==> config.mk <==
export PLATFORM = sky130hd
export DESIGN_NAME = switch_debounce
export DESIGN_NICKNAME = d
export VERILOG_FILES = /design/src/rtl/debounce_pkg.sv /design/src/rtl/debounce_bit.sv /design/src/rtl/switch_debounce.sv
export SDC_FILE = /design/constraint.sdc
export NUM_CORES = 1
export LEC_CHECK = 0
export CAP_MARGIN = 20
export CORE_MARGIN = 3
export CORE_UTILIZATION = 55
export CTS_BUF_LIST = sky130_fd_sc_hd__clkbuf_2 sky130_fd_sc_hd__clkbuf_4 sky130_fd_sc_hd__clkbuf_8
export CTS_CLUSTER_SIZE = 14
export DETAILED_ROUTE_END_ITERATION = 12
export PLACE_DENSITY = 0.84
export RECOVER_POWER = 50
export SLEW_MARGIN = 5
export SYNTH_ARGS = -nofsm -noshare
export SYNTH_HDL_FRONTEND = slang
export SYNTH_SLANG_ARGS = --single-unit
==> constraint.sdc <==
create_clock -name clk -period 3.95 [get_ports clk]
set_clock_uncertainty 0.2 [all_clocks]
set_input_delay 0.79 -clock clk [delete_from_list [all_inputs] [get_ports clk]]
set_output_delay 0.79 -clock clk [all_outputs]
set_load 0.02 [all_outputs]
==> src/rtl/debounce_pkg.sv <==
// Shared definitions for the switch debouncer: per-bit FSM states and counter width.
package debounce_pkg;

    localparam int unsigned CNT_W = 16;

    typedef enum logic {
        IDLE    = 1'b0,
        PENDING = 1'b1
    } db_state_e;

endpackage

==> src/rtl/debounce_bit.sv <==
// One debounced switch bit: 2-flop synchronizer, persistence counter and IDLE/PENDING FSM.
// Edge pulses are built only when SWITCH_DEBOUNCE_EDGE_EN is defined; otherwise tied to zero.
module debounce_bit
    import debounce_pkg::*;
#(
    parameter int unsigned DEBOUNCE_CYCLES = 16,
    parameter logic        RESET_VAL       = 1'b0
) (
    input  logic clk,
    input  logic rst,
    input  logic din,
    output logic dout,
    output logic rise,
    output logic fall,
    output logic idle
);

    localparam logic [CNT_W-1:0] DEB_CNT = CNT_W'(DEBOUNCE_CYCLES);

    logic             s1_q, s1_d;
    logic             s2_q, s2_d;
    logic             dout_q, dout_d;
    logic [CNT_W-1:0] cnt_q, cnt_d;
    db_state_e        state_q, state_d;

    // Next-state logic for synchronizer, counter, FSM and debounced level.
    always_comb begin
        s1_d    = din;
        s2_d    = s1_q;
        state_d = state_q;
        cnt_d   = cnt_q;
        dout_d  = dout_q;
        case (state_q)
            IDLE: begin
                if (s2_q != dout_q) begin
                    state_d = PENDING;
                    cnt_d   = {{(CNT_W-1){1'b0}}, 1'b1};
                end else begin
                    cnt_d   = {CNT_W{1'b0}};
                end
            end
            PENDING: begin
                if (s2_q == dout_q) begin
                    state_d = IDLE;
                    cnt_d   = {CNT_W{1'b0}};
                end else if (cnt_q >= DEB_CNT) begin
                    // Level persisted long enough: accept it; counter never passes DEB_CNT.
                    state_d = IDLE;
                    cnt_d   = {CNT_W{1'b0}};
                    dout_d  = s2_q;
                end else begin
                    cnt_d   = cnt_q + {{(CNT_W-1){1'b0}}, 1'b1};
                end
            end
            default: begin
                state_d = IDLE;
                cnt_d   = {CNT_W{1'b0}};
            end
        endcase
    end

    // State registers with synchronous reset.
    always_ff @(posedge clk) begin
        if (rst) begin
            s1_q    <= RESET_VAL;
            s2_q    <= RESET_VAL;
            dout_q  <= RESET_VAL;
            cnt_q   <= {CNT_W{1'b0}};
            state_q <= IDLE;
        end else begin
            s1_q    <= s1_d;
            s2_q    <= s2_d;
            dout_q  <= dout_d;
            cnt_q   <= cnt_d;
            state_q <= state_d;
        end
    end

    assign dout = dout_q;
    assign idle = (state_q == IDLE);

`ifdef SWITCH_DEBOUNCE_EDGE_EN
    logic accept_s;
    logic rise_q, rise_d;
    logic fall_q, fall_d;

    // Pulse in the same cycle the new level lands on dout.
    always_comb begin
        accept_s = (state_q == PENDING) && (s2_q != dout_q) && (cnt_q >= DEB_CNT);
        rise_d   = accept_s &  s2_q;
        fall_d   = accept_s & ~s2_q;
    end

    // Edge pulse registers.
    always_ff @(posedge clk) begin
        if (rst) begin
            rise_q <= 1'b0;
            fall_q <= 1'b0;
        end else begin
            rise_q <= rise_d;
            fall_q <= fall_d;
        end
    end

    assign rise = rise_q;
    assign fall = fall_q;
`else
    assign rise = 1'b0;
    assign fall = 1'b0;
`endif

endmodule

==> src/rtl/switch_debounce.sv <==
// Multi-bit switch debouncer: WIDTH independent debounce_bit instances plus a registered
// "all idle" flag. Optional edge pulses controlled by macro SWITCH_DEBOUNCE_EDGE_EN.
module switch_debounce
    import debounce_pkg::*;
#(
    parameter int unsigned          WIDTH           = 3,
    parameter int unsigned          DEBOUNCE_CYCLES = 16,
    parameter logic [WIDTH-1:0]     RESET_VAL       = '0
) (
    input  logic             clk,
    input  logic             rst,
    input  logic [WIDTH-1:0] din,
    output logic [WIDTH-1:0] dout,
    output logic [WIDTH-1:0] rise,
    output logic [WIDTH-1:0] fall,
    output logic             stable
);

    logic [WIDTH-1:0] idle_s;
    logic             stable_q, stable_d;

    for (genvar i = 0; i < WIDTH; i++) begin : g_bit
        debounce_bit #(
            .DEBOUNCE_CYCLES (DEBOUNCE_CYCLES),
            .RESET_VAL       (RESET_VAL[i])
        ) u_bit (
            .clk  (clk),
            .rst  (rst),
            .din  (din[i]),
            .dout (dout[i]),
            .rise (rise[i]),
            .fall (fall[i]),
            .idle (idle_s[i])
        );
    end

    // Stable is the AND of all per-bit idle flags.
    always_comb begin
        stable_d = &idle_s;
    end

    // Stable register; reads as stable during reset.
    always_ff @(posedge clk) begin
        if (rst) begin
            stable_q <= 1'b1;
        end else begin
            stable_q <= stable_d;
        end
    end

    assign stable = stable_q;

endmodule

==> out/metrics.cfg <==
[synth]
syn-instance-count=168
yosysWarnings=0
synth_area_leader_cell=dfxtp_1
yosysMostFrequentCell=dfxtp_1
synth_seq_area_share_pct=60.3
synth_edf_count=0
synth_area_per_cell_um2=12.1
synthesis.area_um2=2020
ys.flop_type=dfxtp_1
synth_seq_cells=61
synthArstFlopShare_pct=0
ys_top_cells_by_area=dfxtp_1 60%, nor4_4 5.3%, xor2_1 3.9%
ys_top_cells_by_count=61 x dfxtp_1, 12 x inv_1, 9 x buf_4, 9 x xor2_1, 8 x nor3_1
post_synth_num_cell_types=28
netlist.area_leader.share_pct=60.3

[worst_setup_path]
path_class=flop to primary output
crit_family=buffers and inverters
path_cells=clkdlybuf4s50_1
endpoint_kind=primary output
crit_path_top_delay_cell=clkdlybuf4s50_1
worstSetupStartpointType=flop
critPathMaxStageDelay_ns=0.63
path_buf_inv=1
cp.required_ns=2.96
cp_max_fo=3
worstPathArrival_ns=1.32

[timing]
tightest_slew_ns=0.590
min_period_ns=2.31
max_slew_margin_pct=60.5
fmax_ghz=0.433
hold_violations=0
finalSetupTns_ns=0
slew_viol_final=0
finalCritPeriodShare_pct=58.5
setup_viol_count_final=0
rsz0062_at_grt=no

[clocking]
htree_levels=3
cts_buffer_depth=2
cts_sinks=61
cts-hold-fix-buffers=0
cts_resized=0
clkSlewWorstSetupHoldPaths_ns=0.06
clk_latency_ns=0.31
cts_tree=built
cts_setup_buffers=0
cts_root_buf=clkbuf_8
cts_buffers=9

[layout]
layout-drive-gt1-share_pct=12.8
area_growth_pct=19.6
fill_cells=261
antenna_cells=0
final_area_um2=2420
final_nets=226

[route]
vias=1153
wl_um=2640
drt_iter0_drc=94
wl_per_cell_um=10.0
avgViaCountPerCell=4.37
drc=0
drt_first_pass_iters=4
ant_nets=0

[power]
p_total_w=0.00120
leakage_nw=0.960
vdd_ir_drop_max_uv=345
powerDensity_nw_per_um2=496

[flow_run]
drv_cap=0

[die]
initial_core_util_pct=58.8
rows=21
die_area_um2=4440
dieHeight_um=66.7
core_um2=3440
io_pins=15
die_w_um=66.7

[placed_design]
dp_hpwl_um=1850
dpl_cell_area_um2=2230
io_buffers=8
gp_congestion=0.735

[grt]
groute.usage.overall_pct=14.6
grt_overflow=0
grt_max_degree=20
grt_pass1_wl_um=4540
antenna_found_initial=0
grt_pass1_vias=1105

[outcome]
outcome=finished, final reports clean

[worst_hold_path]
hp-class=flop to flop

-- through the flow --
stage | setup WS [ns] | hold slack [ns] | std cells | utilization [%]
floorplan | 2.41 | 0.206 | 206 | -
global placement | 1.57 | 0.217 | 250 | 64.9
detailed placement | 1.54 | 0.213 | 250 | 64.9
CTS | 1.61 | 0.223 | 264 | 70.3
global route | 1.58 | 0.244 | 264 | 70.3
finish | 1.64 | 0.227 | 264 | 70.3
-- per-layer routing --
metal / share of wire, % / global-route usage (%)
met5: 0 / 0
met4: 1.7 / 7.61
met3: 4.6 / 7.59
met2: 47 / 23.3
met1: 46 / 15.5
-- where the power goes --
group	switching (W)	internal [W]
combinational	0.0000204	0.0000145
clock	0.000199	0.000315
sequential	0.0000137	0.000639
-- area by class of cell --
| class | instances | area [µm²] | share of cell area [%] |
|---|---|---|---|
| sequential | 61 | 1220 | 50.4 |
| multi-input combinational | 123 | 830 | 34.3 |
| tap | 46 | 57.6 | 2.38 |
| inverter | 12 | 45.0 | 1.86 |
| clock buffer | 12 | 153 | 6.30 |
| timing repair buffer | 8 | 80.1 | 3.31 |
| clock inverter | 2 | 35.0 | 1.45 |
-- cells in the final DEF (no fill, tap or decap), drive strengths merged, types with 2 or more instances in the layout --
master,Yosys,final
o2bb2ai,2,2
nand2b,7,7
xnor2,3,3
nand3b,3,3
nor3,8,8
nor4,13,13
ha,6,6
clkdlybuf4s50,0,7
xor2,9,9
conb,1,39
a31oi,3,3
dfxtp,61,61
a41oi,2,2
nand3,8,8
inv,12,12
nor2,7,7
nor2b,6,6
nand2,3,3
clkbuf,1,12
-- path summary, 6_finish.rpt --
check,start,endpoint,slack [ns],cells after the start
max reg2reg,g_bit[1].u_bit.cnt_q[15],g_bit[1].u_bit.cnt_q[4],2.54,3
max,g_bit[1].u_bit.dout,dout[1],1.64,1
min,g_bit[2].u_bit.state_q,g_bit[2].u_bit.cnt_q[0],0.23,1
min reg2reg,g_bit[2].u_bit.state_q,g_bit[2].u_bit.cnt_q[0],0.23,1
-- logic make-up (layout without fill, tap and decap cells) --
family	count (synthesis)	count (layout)	synth area share [%]
compound gates	9	9	3.34
xor+xnor	12	12	5.19
other cells	1	39	0.185
flops	61	61	60.3
fa+ha+maj	6	6	3.71
mux	1	1	0.494
simple gates	56	56	21.0
buf+inv	22	34	5.75
-- state kept, by name, summed over array words and instances, names as in the netlist --
name,cells
stable,1
g_bit.u_bit.state_q,3
g_bit.u_bit.s2_q,3
g_bit.u_bit.cnt_q,48
g_bit.u_bit.s1_q,3
g_bit.u_bit.dout,3
Note: power is estimated with default switching activity, not from simulation.
